<file path="src/rtl/four_way_rr_arbiter_pkg.sv">
`default_nettype none
// ============================================================================
// Module : four_way_rr_arbiter_pkg
// Brief  : Shared constants for the four-way round-robin arbiter.
// Rev    : 1.0
// ============================================================================
package four_way_rr_arbiter_pkg;

   localparam int         NUM_REQ    = 4;
   localparam logic [1:0] LAST_RST   = 2'd3;

   localparam logic [1:0] ST_IDLE    = 2'd0;
   localparam logic [1:0] ST_GRANT   = 2'd1;
   localparam logic [1:0] ST_RELEASE = 2'd2;

endpackage : four_way_rr_arbiter_pkg
`default_nettype wire

</file>
<file path="src/rtl/four_way_rr_arbiter_if.sv">
`default_nettype none
// ============================================================================
// Module : four_way_rr_arbiter_if
// Brief  : Request/grant bundle between requesters and the arbiter.
// Rev    : 1.0
// ============================================================================
interface four_way_rr_arbiter_if;
   import four_way_rr_arbiter_pkg::*;

   logic [NUM_REQ-1:0] req;
   logic [NUM_REQ-1:0] done;
   logic [NUM_REQ-1:0] grant;
   logic [1:0]         grant_id;
   logic               grant_valid;
   logic               timeout;

   modport slave  (input req, input done,
                   output grant, output grant_id, output grant_valid, output timeout);
   modport master (output req, output done,
                   input grant, input grant_id, input grant_valid, input timeout);
endinterface : four_way_rr_arbiter_if
`default_nettype wire

</file>
<file path="src/rtl/four_way_rr_arbiter_grant_onehot_decoder.sv">
`default_nettype none
// ============================================================================
// Module : grant_onehot_decoder
// Brief  : 2-bit index plus enable to 4-bit one-hot.
// Rev    : 1.0
// ============================================================================
module grant_onehot_decoder (
   input  logic [1:0] idx_i,
   input  logic       en_i,
   output logic [3:0] onehot_o
);

   assign onehot_o = en_i ? (4'b0001 << idx_i) : 4'b0000;

endmodule : grant_onehot_decoder
`default_nettype wire

</file>
<file path="src/rtl/four_way_rr_arbiter.sv">
`default_nettype none
// ============================================================================
// Module : four_way_rr_arbiter
// Brief  : Round-robin arbiter for four requesters with a hold-time limit.
// Rev    : 1.0
// ============================================================================
module four_way_rr_arbiter #(
   parameter int MAX_HOLD = 8
) (
   input  logic                  clk,
   input  logic                  rst,
   four_way_rr_arbiter_if.slave  bus
);
   import four_way_rr_arbiter_pkg::*;

   localparam int              CNT_W     = (MAX_HOLD > 1) ? $clog2(MAX_HOLD) : 1;
   localparam logic [CNT_W-1:0] HOLD_LAST = CNT_W'(MAX_HOLD - 1);

   // Earliest position in last+1 .. last+4 wins; scanning backwards lets it overwrite later ones.
   function automatic logic [1:0] rr_pick(input logic [3:0] req, input logic [1:0] last);
      logic [1:0] idx;
      rr_pick = last;
      for (int i = NUM_REQ; i >= 1; i--) begin
         idx = last + 2'(i);
         if (req[idx]) rr_pick = idx;
      end
   endfunction

   logic [1:0]       state_q;
   logic [1:0]       last_q;
   logic [CNT_W-1:0] cnt_q;
   logic [1:0]       grant_id_q;
   logic             grant_valid_q;
   logic             timeout_q;

   logic [1:0]       win_d;
   logic [CNT_W-1:0] cnt_d;
   logic             any_req;
   logic             owner_done;
   logic             owner_drop;
   logic             hold_hit;
   logic [3:0]       grant_dec;

   assign any_req    = |bus.req;
   assign win_d      = rr_pick(bus.req, last_q);
   assign cnt_d      = (cnt_q == {CNT_W{1'b1}}) ? cnt_q : cnt_q + CNT_W'(1);
   assign owner_done = bus.done[last_q];
   assign owner_drop = ~bus.req[last_q];
   assign hold_hit   = (cnt_q == HOLD_LAST);

   always_ff @(posedge clk) begin
      if (rst) begin
         state_q       <= ST_IDLE;
         last_q        <= LAST_RST;
         cnt_q         <= '0;
         grant_id_q    <= 2'd0;
         grant_valid_q <= 1'b0;
         timeout_q     <= 1'b0;
      end else begin
         timeout_q <= 1'b0;
         case (state_q)
            ST_IDLE, ST_RELEASE: begin
               if (any_req) begin
                  state_q       <= ST_GRANT;
                  last_q        <= win_d;
                  grant_id_q    <= win_d;
                  grant_valid_q <= 1'b1;
                  cnt_q         <= '0;
               end else begin
                  state_q <= ST_IDLE;
               end
            end
            ST_GRANT: begin
               if (owner_done || owner_drop || hold_hit) begin
                  state_q       <= ST_RELEASE;
                  grant_id_q    <= 2'd0;
                  grant_valid_q <= 1'b0;
                  // Only a forced release reports a timeout; any voluntary release wins.
                  timeout_q     <= hold_hit && !owner_done && !owner_drop;
               end else begin
                  cnt_q <= cnt_d;
               end
            end
            default: begin
               state_q       <= ST_IDLE;
               grant_id_q    <= 2'd0;
               grant_valid_q <= 1'b0;
            end
         endcase
      end
   end

   grant_onehot_decoder u_grant_dec (
      .idx_i    (grant_id_q),
      .en_i     (grant_valid_q),
      .onehot_o (grant_dec)
   );

   assign bus.grant       = grant_dec;
   assign bus.grant_id    = grant_id_q;
   assign bus.grant_valid = grant_valid_q;
   assign bus.timeout     = timeout_q;

endmodule : four_way_rr_arbiter
`default_nettype wire

</file>
<file path="src/flat_wrapper.sv">
// flat-port wrapper written by rule: the top's interface ports become plain ports
module four_way_rr_arbiter_flat import four_way_rr_arbiter_pkg::*;
#(
   parameter int MAX_HOLD = 8
)
  (clk, rst, bus_req, bus_done, bus_grant, bus_grant_id, bus_grant_valid, bus_timeout);
  four_way_rr_arbiter_if bus_i ();
  input  logic clk;
  input  logic rst;
  input wire logic [$bits(bus_i.req)-1:0] bus_req;
  input wire logic [$bits(bus_i.done)-1:0] bus_done;
  output wire logic [$bits(bus_i.grant)-1:0] bus_grant;
  output wire logic [$bits(bus_i.grant_id)-1:0] bus_grant_id;
  output wire logic [$bits(bus_i.grant_valid)-1:0] bus_grant_valid;
  output wire logic [$bits(bus_i.timeout)-1:0] bus_timeout;
  assign bus_i.req = bus_req;
  assign bus_i.done = bus_done;
  assign bus_grant = bus_i.grant;
  assign bus_grant_id = bus_i.grant_id;
  assign bus_grant_valid = bus_i.grant_valid;
  assign bus_timeout = bus_i.timeout;
  four_way_rr_arbiter #(.MAX_HOLD(MAX_HOLD)) u_core (.clk(clk), .rst(rst), .bus(bus_i));
endmodule
</file>
<file path="config.mk">
export PLATFORM = sky130hd
export DESIGN_NAME = four_way_rr_arbiter_flat
export DESIGN_NICKNAME = d
export VERILOG_FILES = /design/src/rtl/four_way_rr_arbiter_pkg.sv /design/src/rtl/four_way_rr_arbiter_if.sv /design/src/rtl/four_way_rr_arbiter_grant_onehot_decoder.sv /design/src/rtl/four_way_rr_arbiter.sv /design/src/flat_wrapper.sv
export SDC_FILE = /design/constraint.sdc
export NUM_CORES = 1
export LEC_CHECK = 0
export BUFFER_PORTS_ARGS = -buffer_cell sky130_fd_sc_hd__buf_2
export CORE_ASPECT_RATIO = 0.9
export CORE_UTILIZATION = 50
export CTS_CLUSTER_SIZE = 10
export DETAILED_ROUTE_END_ITERATION = 16
export PLACE_DENSITY = 0.86
export SLEW_MARGIN = 15
export SYNTH_ARGS = -nofsm -noshare
export SYNTH_HDL_FRONTEND = slang
export SYNTH_HIERARCHICAL = 1
export SYNTH_SLANG_ARGS = --single-unit
</file>
<file path="constraint.sdc">
create_clock -name clk -period 1.9 [get_ports clk]
set_input_delay 0.285 -clock clk [delete_from_list [all_inputs] [get_ports clk]]
set_output_delay 0.285 -clock clk [all_outputs]
set_load 0.02 [all_outputs]
</file>
## Yosys cells after proc, flatten, opt, wreduce, memory -nomap -nowiden

Index checks and enable logic that the tools add are counted.

- Equality and inequality tests: 7
- Bitwise operators: 3
- Divide/modulo/power cells: 0
- $lt $le $gt $ge: 4
- Muxes and demuxes: 27
- Add/subtract/negate cells: 4
- Multipliers: 0
- Shift-type cells: 1
- Reduce and logical (&&, ||, !) cells: 13

Operator list:

| cell | count |
|---|---|
| $lt A2 B3 Y1 const B | 4 |
| $mux W2 | 6 |
| $bmux W1 S2 | 5 |
| $mux W3 | 3 |
| $mux W1 | 8 |
| $pmux W2 S2 | 2 |
| $pmux W3 S2 | 1 |
| $add A2 B2 Y2 const B | 2 |
| $mux W4 | 1 |
| $ne A2 B1 Y1 const B | 2 |
| $ne A2 B2 Y1 const B | 2 |
| $reduce_and A2 Y1 | 2 |
| $reduce_and A4 Y1 | 1 |
| $reduce_or A4 Y1 | 1 |
| $shl A1 B2 Y4 const A | 1 |
| $add A3 B1 Y3 const B | 1 |
| $eq A3 B3 Y1 const B | 1 |
| $not A1 Y1 | 3 |
| $reduce_or A3 Y1 | 1 |
| $add A2 B1 Y2 const B | 1 |
| $eq A2 B1 Y1 const B | 1 |
| $eq A2 B2 Y1 const B | 1 |
| $logic_and A1 B1 Y1 | 2 |
| $logic_not A2 Y1 | 1 |
| other kinds (5) | 6 |

- Bits in latches: 0
- Bits of input ports: 10
- Logic and storage cells: 65
- Register bits: 11
- Bits in writable memories: 0
- Memories: 0
- Bits in read-only memories: 0

## Longest topological paths before layout

Gate-level depths: netlist of run 1.

- Depth in word-level cells: 8
- Mapped depth: 5
- Depth with buffers taken out: 5

## By module

The synthesis of run 1 kept the hierarchy.

By module, submodules not included:

| module | instances | seq. area each (um^2) | area an instance (um^2) | cells an instance |
|---|---|---|---|---|
| four_way_rr_arbiter | 1 | 220.2 | 686.9 | 79 |
| grant_onehot_decoder | 1 | 0.0 | 37.5 | 4 |

## Worst setup path after synthesis of run 1

Ideal clock, no wire load.

- Path type: reg-to-reg
- Start: register u_core.last_q[1]
- End: register u_core.cnt_q[1]
- Required time: 1.784 ns
- Clock period less this slack: 1.772 ns
- Slack: 0.128 ns
- Stages on the path, launching flop included: 6
- Setup time: 0.116 ns
- Arrival: 1.655 ns
- Cells stage by stage: dfxtp_1 > buf_2 > mux4_2 > or3_1 > buf_2 > a41o_1

- Longest elaborated chain between the ends: 7
- Elaborated cells on any way between the ends: 9
- Those cells by class: eq/ne (1); mux (4); bitwise (1); reduce/logical (3)

Ends and longest elaborated chain:

| item | line | source |
|---|---|---|
| start, declared | four_way_rr_arbiter.sv:30 | `logic [1:0] last_q;` |
| start signal, assigned | four_way_rr_arbiter.sv:65 | `last_q <= win_d;` |
| $bmux W1 S2 | -- |  |
| $mux W1 (implied by the code) | four_way_rr_arbiter.sv:48 | `assign owner_drop = ~bus.req[last_q];` |
| $not A1 Y1 | four_way_rr_arbiter.sv:48 |  |
| $logic_or A1 B1 Y1 * (2 in series) | four_way_rr_arbiter.sv:74 | `if (owner_done \|\| owner_drop \|\| hold_hit) begin` |
| $ne A2 B2 Y1 (no line) * | -- |  |
| $reduce_and A4 Y1 (no line) * | -- |  |
| end signal, assigned | four_way_rr_arbiter.sv:81 | `cnt_q <= cnt_d;` |
| end, declared | four_way_rr_arbiter.sv:31 | `logic [CNT_W-1:0] cnt_q;` |

Mark *: on every way between the ends. The rest lies on a longest branch, timed or not. The select of a mux whose other input is x is not followed.
A chain may end at the register's enable or synchronous reset.

## Worst setup path in the final report of run 1

Ends and elaborated chain as after synthesis.

==> results.yml, run 1 <==
finish:
  multi_input_area_um2: 479
  drive_gt1_frac: 0.262
  syn_to_final_growth_pct: 18.0
  fin_area_um2: 855
  n_fill_cell: 106
  seq_area_um2: 220
  insertedDiodeCount: 0
  final_nets: 116
grt:
  grt_max_degree: 10
  track_usage: 0.238
  grt_first_pass_wirelength_mm: 2.75
  grt.overflow.total: 0
  antenna_found_initial: 0
  grt_pass1_vias: 645
sta:
  hold_viol: 0
  worstMarginPinSlew_ns: 0.284
  fin_crit_sh: 0.915
  setup_viol: 0
  min_period_ns: 1.74
  fin_tns_setup_ns: 0
  slew_headroom: 0.809
  clock_skew_ns: 0.00453
  clock.fmax_mhz: 575
  rsz0062_at_grt: "no"
  slew_violations: 0
critical_path:
  worst-path-buf-inv: 0
  crit_family: "multiplexers"
  path_cells: "mux4_2 > or3_1 > a41o_1"
  max_stage_delay_ns: 0.55
  crit_arrival_ns: 1.90
  cp_max_fo: 6
  cp_slowest_cell: "mux4_2"
  crit_path_end_kind: "flop"
  cp.required_ns: 2.06
  path_class: "flop to flop"
  start_kind: "flop"
logic_synthesis:
  synth_common_cells: "dfxtp_1, nor2b_1, nand2_1"
  avgSynthCellArea_um2: 8.73
  synth_seq_cells: 11
  synth_top_cell_by_area: "dfxtp_1"
  ys_types: 35
  synth_nets: 95
  netlist.area_leader.share: 0.304
  yosysMostFrequentCell: "dfxtp_1"
  synth-async-reset-ratio: 0
  ys_seq_area_frac: 0.304
  synth_edf_count: 0
  syn_inst: 83
  netlist_area_um2: 724
  synthFlopType: "dfxtp_1"
  synth-warning-count: 6
  synth_area_leaders: "dfxtp_1, mux4_2, nor2b_1"
detailed_routing:
  post_drt_wl_per_cell_um: 14.9
  route.antenna.remaining_nets: 0
  via_count: 728
  drt-pass1-iter-count: 5
  drc: 0
  drt-vias-per-instance: 6.22
  dr.first_iter.drc_count: 29
  wl_mm: 1.74
cts:
  cts.sink_count: 11
  cts_buffer_depth: 2
  cts_resized: 0
  cts.htree.levels: 1
  clockRootBuffer: "clkbuf_4"
  cts_tree: "yes"
  postCtsSetupBuffers: 0
  clkTransAtPathRegs_ns: 0.07
  clk_latency_ns: 0.27
  ctsHoldBuffers: 0
  cts_inserted_buffers: 3
power:
  ir_drop_v: 0.000354
  leakagePower_nw: 0.396
  power.density_nw_per_um2: 704
floorplanning:
  coreArea_um2: 1290
  dieArea_um2: 1610
  die-width_um: 42.1
  fp.dieH_um: 38.1
  ios: 18
  start_util: 0.561
  row_count: 12
place:
  portBuffers: 17
  place_area_um2: 828
  gp_congestion: 0.816
  place_hpwl_mm: 1.27
hold_path:
  hp-class: "primary input to flop"
run:
  drv_cap: 0
outcome:
  status: "finished clean"
-- per-layer routing --
layer	wire length, um	GRT usage	up-vias
met5	0	0	-
met4	23	0.148	0
met3	143	0.0283	4
met2	836	0.426	42
met1	735	0.279	328
li1	-	-	354
-- placed cells by master (no fill, tap or decap), types with 2 or more instances in the layout --
| master | Yosys | final |
|---|---|---|
| ha_1 | 2 | 2 |
| and2b_1 | 2 | 2 |
| nor2_1 | 5 | 5 |
| a41o_1 | 2 | 2 |
| and3_1 | 2 | 2 |
| nand2b_1 | 5 | 5 |
| buf_2 | 2 | 17 |
| o32ai_1 | 2 | 2 |
| nand2_1 | 6 | 6 |
| and3b_1 | 2 | 2 |
| or3_1 | 2 | 2 |
| nor2b_1 | 7 | 7 |
| mux4_2 | 3 | 3 |
| buf_4 | 0 | 2 |
| clkbuf_4 | 0 | 3 |
| a21oi_1 | 4 | 4 |
| nor4_1 | 2 | 2 |
| o21ai_0 | 3 | 3 |
| dfxtp_1 | 11 | 11 |
| inv_1 | 2 | 2 |
| nand3_1 | 2 | 2 |
| or4_1 | 2 | 2 |
-- path summary, 6_finish.rpt --
path,from,end,slack (ns),depth (start not counted)
worst max-delay path,u_core/last_q[1],u_core/cnt_q[1],0.16,3
worst min-delay path,rst,u_core/state_q[0],0.31,2
worst max register to register,u_core/last_q[1],u_core/cnt_q[1],0.16,3
worst min register to register,u_core/cnt_q[2],u_core/cnt_q[2],0.53,1
-- power breakdown --
part,internal (W),switching [W]
logic,0.0000778,0.0000909
clock network,0.0000813,0.0000816
registers,0.000249,0.0000216
total,0.000408,0.000194
-- cells by family (layout without fill, tap and decap cells) --
logic type                 count (synthesis)  count (layout)  synth area share
adders and majority gates                  2               2            0.0345
muxes                                      3               3            0.0933
buffers and inverters                      6              26            0.0345
DFF                                       11              11             0.304
and+or+nand+nor                           42              42             0.347
AOI/OAI and AO/OA                         19              19             0.187
-- sequential cells by signal (all words and copies together), names as in the netlist --
| register | cells |
|---|---|
| u_core/bus.grant_valid | 1 |
| u_core/state_q | 2 |
| u_core/bus.grant_id | 2 |
| u_core/last_q | 2 |
| u_core/cnt_q | 3 |
| u_core/bus.timeout | 1 |
-- final cells by class --
type	instances	area share
sequential	11	0.258
tap	14	0.0205
multi-input combinational	66	0.561
clock buffer	4	0.0307
inverter	3	0.0132
timing repair buffer	19	0.117
-- per-stage QoR --
stage          total power, W  cells  setup WS (ns)  hold WS, ns  utilization
2_1_floorplan        0.000386     83          0.128        0.470            -
3_3_place_gp         0.000436    113          0.113        0.486        0.641
3_5_place_dp         0.000442    113         0.0784        0.501        0.641
4_1_cts              0.000606    117          0.187        0.288        0.662
5_1_grt              0.000630    117          0.136        0.307        0.662
6_report             0.000602    117          0.161        0.308        0.662
-- worst register-to-register path: cells and delay by family, from the launching register on --
kind	cells	cell delay (ns)
muxes	1	0.55
AOI/OAI and AO/OA	1	0.27
DFF	1	0.37
and+or+nand+nor	1	0.44
(Power assumes the default switching activity.)
==> inputs of run 2 (changes only) <==
Settings changed: CORE_ASPECT_RATIO 0.9 to not set, CORE_UTILIZATION 50 to 53, CTS_BUF_LIST set to sky130_fd_sc_hd__clkbuf_8, CTS_CLUSTER_SIZE 10 to not set, PLACE_DENSITY 0.86 to 0.89.
==> run 2 against run 1 <==
Clock skew decreased by 0.00086 ns; fmax up 2.3%; sequential power barely moved; count of clock-buffer cells in the layout shrank 1; clock power grew 41%; hold slack better by 0.019 ns; design area rose by 2.2%; combinational power is essentially flat; die area is 5.4% lower; global-route usage rose by 1.7 points; critical endpoint unchanged; largest cell class unchanged.
==> results.yml, run 2 (synthesized netlist as in run 1, its figures left out) <==
finish:
  n_fill_cell: 99
  drive_gt1_frac: 0.262
  multi_input_area_um2: 479
  insertedDiodeCount: 0
  syn_to_final_growth_pct: 20.6
  layout_common_cells: "buf_2, dfxtp_1, nor2b_1, nand2_1"
  final_cells: 117
  largest_reg_flops: 3
  fin_area_um2: 873
  seq_area_um2: 220
  max_flop_register: "u_core/cnt_q"
  final_nets: 116
  layout_commonest_cell: "buf_2"
cts:
  cts_tree: "yes"
  cts_resized: 0
  postCtsSetupBuffers: 0
  ctsHoldBuffers: 0
  cts_inserted_buffers: 3
  clk_latency_ns: 0.24
  cts.sink_count: 11
  cts_buffer_depth: 2
  clkTransAtPathRegs_ns: 0.05
  cts.htree.levels: 1
  clockRootBuffer: "clkbuf_8"
grt:
  track_usage: 0.255
  grt.overflow.total: 0
  antenna_found_initial: 0
  grt_first_pass_wirelength_mm: 2.55
  grt_pass1_vias: 564
  grt_max_degree: 10
floorplanning:
  fp.dieH_um: 39.0
  row_count: 12
  coreArea_um2: 1190
  dieArea_um2: 1520
  start_util: 0.611
  die-width_um: 39.0
  ios: 18
sta:
  worstMarginPinSlew_ns: 0.288
  fin_tns_setup_ns: 0
  rsz0062_at_grt: "no"
  slew_violations: 0
  clock_skew_ns: 0.00367
  min_period_ns: 1.70
  fin_crit_sh: 0.895
  hold_viol: 0
  setup_viol: 0
  clock.fmax_mhz: 588
  slew_headroom: 0.806
critical_path:
  max_stage_delay_ns: 0.55
  crit_path_end_kind: "flop"
  worst-path-buf-inv: 0
  path_class: "flop to flop"
  crit_arrival_ns: 1.83
  crit_family: "multiplexers"
  start_kind: "flop"
  cp_max_fo: 6
  path_cells: "mux4_2 > or3_1 > a41o_1"
  cp.required_ns: 2.03
  cp_slowest_cell: "mux4_2"
power:
  internal_power_w: 0.000469
  power_frac_seq: 0.404
  leakagePower_nw: 0.408
  power.share.clock: 0.345
  pwr-share-comb: 0.251
  p_sw_frac: 0.297
  power.density_nw_per_um2: 764
  p_sw_w: 0.000198
  ir_drop_v: 0.000570
  finalPower_w: 0.000667
place:
  place_area_um2: 828
  portBuffers: 17
  placedCellCount: 113
  place_hpwl_mm: 1.15
  gp_congestion: 0.826
detailed_routing:
  drt-vias-per-instance: 5.95
  dr.first_iter.drc_count: 38
  post_drt_wl_per_cell_um: 13.0
  via_count: 696
  route.antenna.remaining_nets: 0
  wl_mm: 1.52
  drc: 0
  drt-pass1-iter-count: 4
hold_path:
  hp-class: "primary input to flop"
outcome:
  status: "finished clean"
run:
  drv_cap: 0
-- run 2: area by class of cell --
type	instances	area share
Tap cell	14	0.0201
Inverter	3	0.0129
Multi-Input combinational cell	66	0.549
Clock inverter	1	0.00430
Sequential cell	11	0.252
Timing Repair Buffer	19	0.115
Clock buffer	3	0.0473
-- run 2: metrics by stage --
step / hold slack (ns) / setup slack (ns) / utilization
finish: 0.327 / 0.200 / 0.736
detailed placement: 0.498 / 0.0629 / 0.698
floorplan: 0.470 / 0.128 / -
CTS: 0.317 / 0.212 / 0.736
global route: 0.338 / 0.141 / 0.736
global placement: 0.488 / 0.115 / 0.698
-- run 2: power by group through the flow --
stage          sequential, W  clock [W]  combinational (W)
2_1_floorplan       0.000278          0           0.000107
3_3_place_gp        0.000273          0           0.000162
3_5_place_dp        0.000273          0           0.000165
4_1_cts             0.000269   0.000235           0.000166
5_1_grt             0.000272   0.000243           0.000186
6_report            0.000269   0.000230           0.000168
-- run 2: path summary, 6_finish.rpt --
| check | startpoint | endpoint | slack, ns | cells after the start |
|---|---|---|---|---|
| worst min-delay path | rst | u_core/state_q[0] | 0.33 | 2 |
| worst min register to register | u_core/cnt_q[2] | u_core/cnt_q[2] | 0.51 | 1 |
| worst max register to register | u_core/last_q[1] | u_core/cnt_q[1] | 0.20 | 3 |
| worst max-delay path | u_core/last_q[1] | u_core/cnt_q[1] | 0.20 | 3 |
-- run 2: per-layer routing --
layer  GRT usage  routed length [um]
met1       0.356                 753
met2       0.367                 670
met3       0.104                  80
met4      0.0517                  12
met5           0                   0
==> inputs of run 3 (changes only) <==
Settings changed: ABC_AREA set to 1, PLACE_DENSITY 0.89 to 0.9.
==> run 3 against run 2 <==
Utilization down 1.6 points; hold slack worse by 0.062 ns; clock skew up 0.0024 ns; via count up 5.5%; critical path depth up 6; area after synthesis down 3.5%; fmax up 17%.
==> results.yml, run 3 <==
outcome:
  status: "finished clean"
cts:
  cts.htree.levels: 1
  cts.sink_count: 11
  cts_resized: 0
  cts_buffer_depth: 2
  ctsHoldBuffers: 0
  postCtsSetupBuffers: 0
  cts_tree: "yes"
  clk_latency_ns: 0.24
  clkTransAtPathRegs_ns: 0.05
  clockRootBuffer: "clkbuf_8"
  cts_inserted_buffers: 3
critical_path:
  timing.rr.start: "u_core/last_q[0]"
  cp_max_fo: 9
  max_stage_delay_ns: 0.41
  start_kind: "flop"
  worstSetupStartpoint: "u_core/last_q[0]"
  reg2reg_slack_ns: 0.45
  crit_family: "simple AND/OR/NAND/NOR gates"
  cp_slowest_cell: "dfxtp_1"
  reg2regPathDepth: 9
  r2r-end: "u_core/cnt_q[0]"
  path_class: "flop to flop"
  crit_path_end_kind: "flop"
  crit_arrival_ns: 1.57
  worst-path-buf-inv: 2
  crit_top_cell: "nor2_1"
  cp.required_ns: 2.03
  path_cells: "inv_2 > nand2_1 > a21oi_2 > nor2_1 > nand3_2 > nand2_2 > inv_2 > nor2_1 > nor2_1"
logic_synthesis:
  synth_edf_count: 0
  synth.area.mux_share: 0
  synth_common_cells: "nand2_1, nor2_1, dfxtp_1"
  netlist.area_leader.share: 0.315
  yosys.area_share.simple: 0.465
  syn_inst: 109
  synth_top_cell_by_area: "dfxtp_1"
  netlist_area_um2: 699
  synthFlopType: "dfxtp_1"
  synth_compound_area_frac: 0.109
  synth_fa_ha_area_frac: 0.0358
  synth_seq_cells: 11
  synth-warning-count: 6
  avgSynthCellArea_um2: 6.42
  synth_nets: 121
  synth-async-reset-ratio: 0
  ys_seq_area_frac: 0.315
  yosysMostFrequentCell: "nand2_1"
  synth_xor_area_frac: 0
  ys_types: 17
  synth_area_leaders: "dfxtp_1, nand2_1, nor2_1"
  synth_top_family_by_area: "simple AND/OR/NAND/NOR gates"
finish:
  final_nets: 143
  layout_common_cells: "nand2_1, buf_2, nor2_1, dfxtp_1"
  max_flop_register: "u_core/cnt_q"
  layout_commonest_cell: "nand2_1"
  drive_gt1_frac: 0.300
  largest_reg_flops: 3
  final_cells: 144
  syn_to_final_growth_pct: 20.6
  n_fill_cell: 105
  insertedDiodeCount: 0
floorplanning:
  die-width_um: 38.3
  fp.dieH_um: 38.3
  start_util: 0.597
  dieArea_um2: 1470
  ios: 18
  row_count: 12
  coreArea_um2: 1170
run:
  drv_cap: 0
detailed_routing:
  drc: 0
  post_drt_wl_per_cell_um: 11.2
  dr.first_iter.drc_count: 13
  drt-vias-per-instance: 5.10
  via_count: 734
  route.antenna.remaining_nets: 0
  drt-pass1-iter-count: 4
  wl_mm: 1.61
grt:
  grt.overflow.total: 0
  grt_first_pass_wirelength_mm: 2.69
  grt_max_degree: 10
  grt_pass1_vias: 696
  track_usage: 0.274
  antenna_found_initial: 0
place:
  place_hpwl_mm: 1.25
  gp_congestion: 0.734
  portBuffers: 17
  placedCellCount: 140
power:
  ir_drop_v: 0.000739
  finalPower_w: 0.000985
  power.density_nw_per_um2: 1170
  leakagePower_nw: 0.465
sta:
  fin_crit_sh: 0.762
  clock.fmax_mhz: 691
  rsz0062_at_grt: "no"
  slew_headroom: 0.840
  slew_violations: 0
  hold_viol: 0
  worstMarginPinSlew_ns: 0.239
  min_period_ns: 1.45
  clock_skew_ns: 0.00608
  fin_tns_setup_ns: 0
  setup_viol: 0
hold_path:
  hp-class: "primary input to flop"
  min_path_cells: 2
  holdPathEnd: "u_core/bus.grant_id[0]"
  hold_start: "rst"
run 3: report_power, final:
part / switching (W) / internal [W] / total, W
Sequential: 0.0000453 / 0.000274 / 0.000319
Clock: 0.0000906 / 0.000142 / 0.000233
Combinational: 0.000283 / 0.000150 / 0.000433
Total: 0.000419 / 0.000566 / 0.000985
run 3: metrics by stage:
stage               setup WS [ns]  cell area (um2)  hold WS (ns)   util
CTS                         0.462              843         0.266  0.720
finish                      0.453              843         0.265  0.720
global route                0.347              843         0.280  0.720
global placement            0.576              798         0.477  0.682
detailed placement          0.495              798         0.482  0.682
floorplan                   0.619              699         0.347      -
run 3: worst max-delay path by stage:
stage,to,slack (ns),depth (start not counted)
after floorplan,u_core/cnt_q[0],0.62,8
after global placement,u_core/cnt_q[0],0.58,8
after detailed placement,u_core/cnt_q[0],0.49,9
after CTS,u_core/cnt_q[0],0.46,8
after global routing,u_core/cnt_q[0],0.35,9
final,u_core/cnt_q[0],0.45,9
run 3: cell families (layout without fill, tap and decap cells):
group	after synthesis	in the layout
flip-flops	11	11
AND/OR/NAND/NOR	73	73
buffers and inverters	12	33
AO/OA/AOI/OAI	11	11
adder cells (fa/ha/maj)	2	2
run 3: final cells by class:
| class | count | area [um2] | area share |
|---|---|---|---|
| multi-input cells | 86 | 427 | 0.506 |
| flip-flops and latches | 11 | 220 | 0.261 |
| clock buffers | 3 | 41.3 | 0.0490 |
| clock inverters | 1 | 3.75 | 0.00445 |
| well taps | 14 | 17.5 | 0.0208 |
| repair buffers | 18 | 92.6 | 0.110 |
| inverters | 11 | 41.3 | 0.0490 |
run 3: per-layer routing:
metal  wire, um  global-route usage  up-vias
li1           -                   -      383
met4         33               0.205        0
met5          0                   0        -
met3         69              0.0698        5
met1        657               0.296      332
met2        853               0.453       14
